<file path="src/rtl/frame_rx_pkg.sv">
// frame_rx_writer shared types and helpers.
// CRC-8 step used when FRAME_RX_CRC8_EN is defined.
package frame_rx_pkg;

  typedef enum logic [1:0] {
    ST_IDLE,
    ST_RECV,
    ST_DROP
  } state_t;

  localparam logic [7:0] CRC8_POLY = 8'h07;

  function automatic logic [7:0] crc8_step(
    input logic [7:0] crc,
    input logic [7:0] data
  );
    logic [7:0] c;
    c = crc ^ data;
    for (int i = 0; i < 8; i++) begin
      c = c[7] ? ((c << 1) ^ CRC8_POLY)
               : (c << 1);
    end
    return c;
  endfunction

  function automatic logic [15:0] sat_inc(
    input logic [15:0] v
  );
    return (v == 16'hFFFF) ? v : v + 16'd1;
  endfunction

endpackage

</file>
<file path="src/rtl/frame_rx_check.sv">
// Frame check accumulator: modular sum, or CRC-8
// when FRAME_RX_CRC8_EN is defined.
module frame_rx_check
  import frame_rx_pkg::*;
(
  input  logic       i_clk,
  input  logic       i_rst_n,
  input  logic       i_clear,
  input  logic       i_seed,
  input  logic       i_update,
  input  logic [7:0] i_data,
  output logic [7:0] o_result
);

  logic [7:0] acc;
  logic [7:0] base;
  logic [7:0] nxt;

  // Next accumulator value; seed restarts from zero
  always_comb begin
    base = i_seed ? 8'h00 : acc;
`ifdef FRAME_RX_CRC8_EN
    nxt = crc8_step(base, i_data);
`else
    nxt = base + i_data;
`endif
  end

  // Accumulator register
  always_ff @(posedge i_clk or negedge i_rst_n) begin
    if (!i_rst_n) begin
      acc <= 8'h00;
    end else if (i_seed || i_update) begin
      acc <= nxt;
    end else if (i_clear) begin
      acc <= 8'h00;
    end
  end

  assign o_result = acc;

endmodule

</file>
<file path="src/rtl/frame_rx_writer.sv">
// Framed byte stream to circular buffer writer with
// checkpoint rollback. Option: FRAME_RX_CRC8_EN.
module frame_rx_writer
  import frame_rx_pkg::*;
#(
  parameter int DATA_WIDTH  = 8,
  parameter int BUFFER_SIZE = 512,
  parameter int MAX_LEN     = 64
) (
  input  logic                  i_clk,
  input  logic                  i_rst_n,
  input  logic                  i_valid,
  input  logic                  i_sof,
  input  logic                  i_eof,
  input  logic [DATA_WIDTH-1:0] i_data,
  input  logic [15:0]           i_buf_data_size,
  output logic                  o_write_en,
  output logic [DATA_WIDTH-1:0] o_data,
  output logic                  o_push_write_index,
  output logic                  o_pop_write_index,
  output logic                  o_frame_ok,
  output logic                  o_frame_err,
  output logic [15:0]           o_ok_cnt,
  output logic [15:0]           o_chk_err_cnt,
  output logic [15:0]           o_drop_cnt
);

  localparam int LEN_W = $clog2(MAX_LEN + 1);

  state_t state, state_d;
  logic [LEN_W-1:0] len, len_d;

  logic                  we_d;
  logic [DATA_WIDTH-1:0] data_d;
  logic                  push_d;
  logic                  pop_d;
  logic                  ok_d;
  logic                  err_d;
  logic                  inc_ok;
  logic                  inc_chk;
  logic                  inc_drop;

  logic       chk_clr;
  logic       chk_seed;
  logic       chk_upd;
  logic [7:0] chk_byte;
  logic [7:0] chk_res;

  logic space_ok;
  logic len_lt;
  logic chk_match;

  assign chk_byte  = 8'(i_data);
  assign chk_match = (chk_byte == chk_res);
  assign len_lt    = (len < LEN_W'(MAX_LEN));
  assign space_ok  =
    ({1'b0, i_buf_data_size} + 17'(MAX_LEN))
      <= 17'(BUFFER_SIZE - 1);

  frame_rx_check u_check (
    .i_clk    (i_clk),
    .i_rst_n  (i_rst_n),
    .i_clear  (chk_clr),
    .i_seed   (chk_seed),
    .i_update (chk_upd),
    .i_data   (chk_byte),
    .o_result (chk_res)
  );

  // Next state, length and registered output values
  always_comb begin
    state_d  = state;
    len_d    = len;
    we_d     = 1'b0;
    data_d   = '0;
    push_d   = 1'b0;
    pop_d    = 1'b0;
    ok_d     = 1'b0;
    err_d    = 1'b0;
    inc_ok   = 1'b0;
    inc_chk  = 1'b0;
    inc_drop = 1'b0;
    chk_seed = 1'b0;
    chk_upd  = 1'b0;
    unique case (state)
      ST_IDLE: begin
        if (i_valid && i_sof) begin
          unique case (1'b1)
            i_eof: begin
              err_d    = 1'b1;
              inc_drop = 1'b1;
            end
            !i_eof && space_ok: begin
              push_d   = 1'b1;
              we_d     = 1'b1;
              data_d   = i_data;
              chk_seed = 1'b1;
              len_d    = LEN_W'(1);
              state_d  = ST_RECV;
            end
            !i_eof && !space_ok: begin
              err_d    = 1'b1;
              inc_drop = 1'b1;
              state_d  = ST_DROP;
            end
          endcase
        end
      end
      ST_RECV: begin
        if (i_valid) begin
          unique case (1'b1)
            i_sof: begin
              pop_d    = 1'b1;
              err_d    = 1'b1;
              inc_drop = 1'b1;
              state_d  = i_eof ? ST_IDLE
                               : ST_DROP;
            end
            !i_sof && i_eof: begin
              if (chk_match) begin
                ok_d   = 1'b1;
                inc_ok = 1'b1;
              end else begin
                pop_d   = 1'b1;
                err_d   = 1'b1;
                inc_chk = 1'b1;
              end
              state_d = ST_IDLE;
            end
            !i_sof && !i_eof && len_lt: begin
              we_d    = 1'b1;
              data_d  = i_data;
              chk_upd = 1'b1;
              len_d   = len + LEN_W'(1);
            end
            !i_sof && !i_eof && !len_lt: begin
              pop_d    = 1'b1;
              err_d    = 1'b1;
              inc_drop = 1'b1;
              state_d  = ST_DROP;
            end
          endcase
        end
      end
      ST_DROP: begin
        if (i_valid && i_eof) begin
          state_d = ST_IDLE;
        end
      end
      default: state_d = ST_IDLE;
    endcase
    chk_clr = (state_d != ST_RECV);
  end

  // State, length, strobes and saturating counters
  always_ff @(posedge i_clk or negedge i_rst_n) begin
    if (!i_rst_n) begin
      state              <= ST_IDLE;
      len                <= '0;
      o_write_en         <= 1'b0;
      o_data             <= '0;
      o_push_write_index <= 1'b0;
      o_pop_write_index  <= 1'b0;
      o_frame_ok         <= 1'b0;
      o_frame_err        <= 1'b0;
      o_ok_cnt           <= 16'h0;
      o_chk_err_cnt      <= 16'h0;
      o_drop_cnt         <= 16'h0;
    end else begin
      state              <= state_d;
      len                <= len_d;
      o_write_en         <= we_d;
      o_data             <= data_d;
      o_push_write_index <= push_d;
      o_pop_write_index  <= pop_d;
      o_frame_ok         <= ok_d;
      o_frame_err        <= err_d;
      if (inc_ok)
        o_ok_cnt <= sat_inc(o_ok_cnt);
      if (inc_chk)
        o_chk_err_cnt <= sat_inc(o_chk_err_cnt);
      if (inc_drop)
        o_drop_cnt <= sat_inc(o_drop_cnt);
    end
  end

endmodule

</file>
<file path="config.mk">
export PLATFORM = sky130hd
export DESIGN_NAME = frame_rx_writer
export DESIGN_NICKNAME = d
export VERILOG_FILES = /design/src/rtl/frame_rx_pkg.sv /design/src/rtl/frame_rx_check.sv /design/src/rtl/frame_rx_writer.sv
export SDC_FILE = /design/constraint.sdc
export NUM_CORES = 1
export LEC_CHECK = 0
export BUFFER_PORTS_ARGS = -buffer_cell sky130_fd_sc_hd__buf_2
export CAP_MARGIN = 5
export CORE_MARGIN = 5
export CORE_UTILIZATION = 45
export CTS_CLUSTER_DIAMETER = 120
export DETAILED_ROUTE_END_ITERATION = 10
export PLACE_DENSITY = 0.67
export RECOVER_POWER = 100
export SLEW_MARGIN = 30
export SYNTH_ARGS = -nofsm -noshare
export SYNTH_HDL_FRONTEND = slang
export SYNTH_SLANG_ARGS = --single-unit
</file>
<file path="constraint.sdc">
create_clock -name i_clk -period 4 [get_ports i_clk]
set_clock_uncertainty 0.1 [all_clocks]
set_input_delay 0.4 -clock i_clk [delete_from_list [all_inputs] [get_ports i_clk]]
set_output_delay 0.4 -clock i_clk [all_outputs]
set_load 0.03 [all_outputs]
</file>
==> metrics.txt, run 1 <==
outcome complete, but fails checks; failing checks capacitance limit, slew limit; Via-to-Cell Ratio 5.334; Req. time, crit path 4180 ps; Least-Margin Pin Slew 1885 ps; post-cts resize count 0; gr usage total 0.1696; number of max-cap violations 1; H-Tree Depth 3; clock buffer depth 2; Post-Syn Nets 417; Syn Area/Cell 10.76 um2; Yosys Warn Count 0; Num CTS Buffers 9; initial antenna violation count 0; Post-synth ARST share 1.000; final setup fails 0; min cycle time layout 3470 ps; DRC viols 0; CP max FO 6; total gr overflow 0; via count 3094; Syn Inst Count 374; CP arrival 3650 ps; f_max 288.2 MHz; CP Class in2reg; IO Count 90; worst rel slew slack -0.2569; Startpoint Class input pin; largest net degree at the start of global routing 79; die width 104.5 um; number of synthesized register bits 78; Slew Viols, Final 79; RSZ-0062 raised after global routing no; TNS Setup 0 ps; top_reg_cell synth dfrtp_1; dpl ws 455.4 ps; vias in the first global route 3160; Layout Nets 510; overall routed net length 8711 um; final hold viol count 0; Static Leak 2.132 nW; Root Buffer clkbuf_8; Core Box Area 8721 um2; CTS Hold Bufs 0; Max VDD drop 0.0001818 V; post-synthesis sequential area ratio 0.4852; Sinks on Clock Net 78; Antenna diodes 0; Crit. End Element flip-flop; commonest non-fill, non-tap cell in the layout dfrtp_1; PortBufs 89; drt wl/cell 15.02 um; Power Dens Cells 368.6 nW/um2; period utilisation layout 0.8675; TritonRoute pass-1 iters 4; CTS tree built; first-pass GRT wire length 15300 um; highest-count cells in the layout ignoring fill and taps dfrtp_1 (78), clkbuf_1 (65), xnor2_1 (35); Hold Path Class in2reg; layout cells sized above 1 0.1144; Post-Syn Area 4023 um2; Worst-Skew Late Latency 360 ps; num rows 34; Die Ht 104.5 um; Final ANT Viol Nets 0; count of cell types in the netlist 60; Post-synth EDFFs 0; number of DRC violations after detailed-routing iteration 0 90; starting density of the core 0.4613; final setup margin 530.2 ps; Die ar. 10930 um2; Placer Congestion 0.8437; detailed placement HPWL 6363 um; Syn-to-layout area delta 14.84%; # fillers 837; clk slew on worst S/H paths 80 ps; Setup Fix Bufs, Post-CTS 0
## synth_stat cells (2+ instances only)
library cell | number | share of area
dfrtp_1 | 78 | 0.49
xnor2_1 | 35 | 0.076
nand2_1 | 31 | 0.029
xor2_1 | 27 | 0.059
nor2_1 | 25 | 0.023
nand4_1 | 19 | 0.030
nand3_1 | 18 | 0.022
ha_1 | 13 | 0.040
and3_1 | 11 | 0.017
a21oi_1 | 10 | 0.012
nor3_1 | 10 | 0.012
and2_1 | 9 | 0.014
nor2b_1 | 8 | 0.012
o21ai_0 | 8 | 0.010
inv_1 | 7 | 0.0065
mux2_2 | 4 | 0.011
nor4_1 | 4 | 0.0062
a22o_1 | 3 | 0.0065
buf_6 | 3 | 0.0084
a21o_1 | 2 | 0.0037
a31oi_1 | 2 | 0.0031
and2b_1 | 2 | 0.0037
and4_1 | 2 | 0.0044
buf_2 | 2 | 0.0025
clkbuf_1 | 2 | 0.0019
nor2_2 | 2 | 0.0031
nor3_4 | 2 | 0.0081
nor4_4 | 2 | 0.011
o21bai_1 | 2 | 0.0037
## logic make-up (layout without fill, tap and decap cells)
kind of cell | Yosys count | in the layout | share of synthesized area
multiplexers | 5 | 5 | 0.01493
AND/OR/NAND/NOR | 162 | 162 | 0.2370
adder cells (fa/ha/maj) | 14 | 14 | 0.04541
flip-flops | 78 | 78 | 0.4852
buffers and inverters | 17 | 115 | 0.02302
XOR/XNOR | 62 | 62 | 0.1350
AO/OA/AOI/OAI | 36 | 36 | 0.05941
## critical path, stage by stage
cell and delay, ps:
clkbuf_1 150, ha_1 230, and4_1 250, and4_1 220
o221ai_1 270, nor3_4 350, clkbuf_1 270, nor2b_1 90
ha_1 350, nand3_1 120, o211ai_1 110, o41ai_1 360
xor2_1 230, a21oi_1 90, o22ai_1 140
## layout make-up
class                      count  area (um2)  share of cell area
multi-input combinational    279        1923              0.4163
inverter                       8       30.03            0.006501
clock inverter                 7       81.33             0.01761
tap                          108       135.1             0.02925
sequential                    78        1952              0.4225
timing repair buffer          91       374.1             0.08099
clock buffer                   9       123.9             0.02681
## per-layer routing
metal  GRT usage  vias to the layer above  routed length [um]
li1            -                     1495                   -
met1      0.2202                     1515                3827
met2      0.2769                       70                4290
met3     0.04007                       14                 440
met4     0.06198                        0                 152
met5           0                        -                   0
## power breakdown
group / switching [W] / total (W) / internal, W
Sequential: 0.0000455 / 0.000869 / 0.000823
Combinational: 0.000154 / 0.000223 / 0.0000682
Clock: 0.000316 / 0.000611 / 0.000295
Total: 0.000516 / 0.00170 / 0.00119
## metrics by stage
step	total power (W)	util	instance area, um2	hold slack, ps	std cells
finish	0.001703	0.5297	4619	220.1	580
detailed placement	0.001124	0.5227	4558	378.2	564
floorplan	0.001028	-	4023	4.409	374
global route	0.001789	0.5297	4619	219.3	580
CTS	0.001745	0.5462	4763	129.5	580
global placement	0.001119	0.5227	4558	373.5	564
## sequential cells by signal, indices dropped and copies added (netlist names), 2 cells and up
| register | cells |
|---|---|
| o_chk_err_cnt | 16 |
| o_drop_cnt | 16 |
| o_ok_cnt | 16 |
| o_data | 8 |
| u_check.o_result | 8 |
| len | 7 |
| state | 2 |
## worst paths after layout
check                      slack, ps                  end  cells past startpoint                from
max in group asynchronous       2230       o_drop_cnt[14]                      1             i_rst_n
hold / removal                   220            o_data[6]                      2           i_data[6]
hold reg to reg                  390        o_drop_cnt[6]                      1       o_drop_cnt[6]
min in group asynchronous        440               len[3]                      1             i_rst_n
setup reg to reg                 970  u_check.o_result[7]                     12            state[1]
setup / recovery                 530  u_check.o_result[7]                     15  i_buf_data_size[7]
(Power assumes the default switching activity.)
==> run 2: changes to the inputs <==
==> constraint.sdc (replaced) <==
create_clock -name i_clk -period 4 [get_ports i_clk]
set_clock_uncertainty 0.1 [all_clocks]
set_input_delay 0.2 -clock i_clk [delete_from_list [all_inputs] [get_ports i_clk]]
set_output_delay 0.2 -clock i_clk [all_outputs]
set_load 0.03 [all_outputs]
==> metrics.txt, run 2 (synthesis results as in run 1) <==
clk slew on worst S/H paths 70 ps; TritonRoute pass-1 iters 4; commonest non-fill, non-tap cell in the layout dfrtp_1; Startpoint Class input pin; Layout Nets 511; largest net degree at the start of global routing 79; CP Depth 15; CTS tree built; CP bufs+invs 2; Hold Crit Depth 2; starting density of the core 0.4613; via count 3074; worst rel slew slack -0.2699; CP Class in2reg; FF-to-FF path depth 12; initial antenna violation count 0; gr usage total 0.1661; Power Dens Cells 373.6 nW/um2; IO Count 90; Die Ht 104.5 um; CP arrival 3430 ps; Num CTS Buffers 9; Worst-Skew Late Latency 340 ps; vias in the first global route 3112; overall routed net length 8611 um; drt wl/cell 14.82 um; number of DRC violations after detailed-routing iteration 0 92; period utilisation layout 0.8172; Slew Viols, Final 95; PortBufs 89; clock buffer depth 2; Hold Path Class in2reg; Crit. End Element flip-flop; Final ANT Viol Nets 0; number of max-cap violations 2; Req. time, crit path 4160 ps; outcome complete, but fails checks; Via-to-Cell Ratio 5.291; final setup fails 0; Root Buffer clkbuf_8; failing checks capacitance limit, slew limit; CP max FO 6; Top Registers o_chk_err_cnt (16), o_drop_cnt (16), o_ok_cnt (16); die width 104.5 um; slowest CP cell nor3_1; Placer Congestion 0.8435; cell family with most CP delay simple AND/OR/NAND/NOR gates; total gr overflow 0; Die ar. 10930 um2; critical-path cell list clkbuf_1 -> ha_1 -> and4_1 -> and4_1 -> o221ai_1 -> nor3_1 -> buf_4 -> nor2b_1 -> ha_1 -> nand3_1 -> o211ai_1 -> o41ai_1 -> xor2_1 -> a21oi_1 -> o22ai_1; highest-count cells in the layout ignoring fill and taps dfrtp_1 (78), clkbuf_1 (64), xnor2_1 (35); Antenna diodes 0; Max VDD drop 0.0001901 V; slowest stage delay, CP 530 ps; f_max 305.9 MHz; post-cts resize count 0; num rows 34; Static Leak 2.144 nW; RSZ-0062 raised after global routing no; TNS Setup 0 ps; DRC viols 0; Sinks on Clock Net 78; detailed placement HPWL 6313 um; H-Tree Depth 3; final hold viol count 0; Syn-to-layout area delta 15.40%; Least-Margin Pin Slew 1890 ps; min cycle time layout 3269 ps; layout cells sized above 1 0.1163; Core Box Area 8721 um2; hold_ws 31.02 ps; first-pass GRT wire length 15060 um
run 2: cell count changes in the layout (fill, tap and decap cells not counted), sizes merged:
cell         change
dlygate4sd3      +1
clkinvlp         -2
clkinv           +2
buf              +2
clkbuf           -1
inv              -2
bufinv           +1
run 2: timing repair:
action                    in CTS  in global routing
hold endpoints to repair      78                  0
hold buffers                   1                  0
setup buffers                  0                  0
run 2: area by class of cell:
cell class | count | area, um2
multi-input cells | 279 | 1922
fillers | 841 | 4079
well taps | 108 | 135.1
inverters | 8 | 30.03
clock inverters | 6 | 86.33
clock buffers | 10 | 127.6
flip-flops and latches | 78 | 1952
repair buffers | 92 | 389.1
run 2: metrics by stage:
| step | setup slack, ps | power, W | cell area, um2 | util | instances |
|---|---|---|---|---|---|
| 2_1_floorplan | 963.6 | 0.001028 | 4023 | - | 374 |
| 4_1_cts | 974.2 | 0.001775 | 4782 | 0.5484 | 581 |
| 3_5_place_dp | 613.3 | 0.001124 | 4558 | 0.5227 | 564 |
| 3_3_place_gp | 793.7 | 0.001119 | 4558 | 0.5227 | 564 |
| 6_report | 731.1 | 0.001734 | 4642 | 0.5323 | 581 |
| 5_1_grt | 481.5 | 0.001822 | 4642 | 0.5323 | 581 |
run 2: worst paths after layout:
check,startpoint,endpoint,slack (ps)
max in group asynchronous,i_rst_n,o_chk_err_cnt[2],1880
min,i_data[6],o_data[6],30
max reg2reg,state[1],u_check.o_result[7],900
min reg2reg,o_drop_cnt[6],o_drop_cnt[6],390
max,i_buf_data_size[6],u_check.o_result[7],730
min in group asynchronous,i_rst_n,len[2],780
run 2: routing by layer:
| metal | vias up | GRT usage | wire length (um) |
|---|---|---|---|
| li1 | 1496 | - | - |
| met1 | 1522 | 0.2173 | 3837 |
| met2 | 48 | 0.2729 | 4301 |
| met3 | 8 | 0.03884 | 367 |
| met4 | 0 | 0.05458 | 104 |
| met5 | - | 0 | 0 |
run 2: power breakdown:
part | switching (W) | internal (W)
sequential | 0.0000463 | 0.000824
clock | 0.000289 | 0.000351
combinational | 0.000155 | 0.0000692
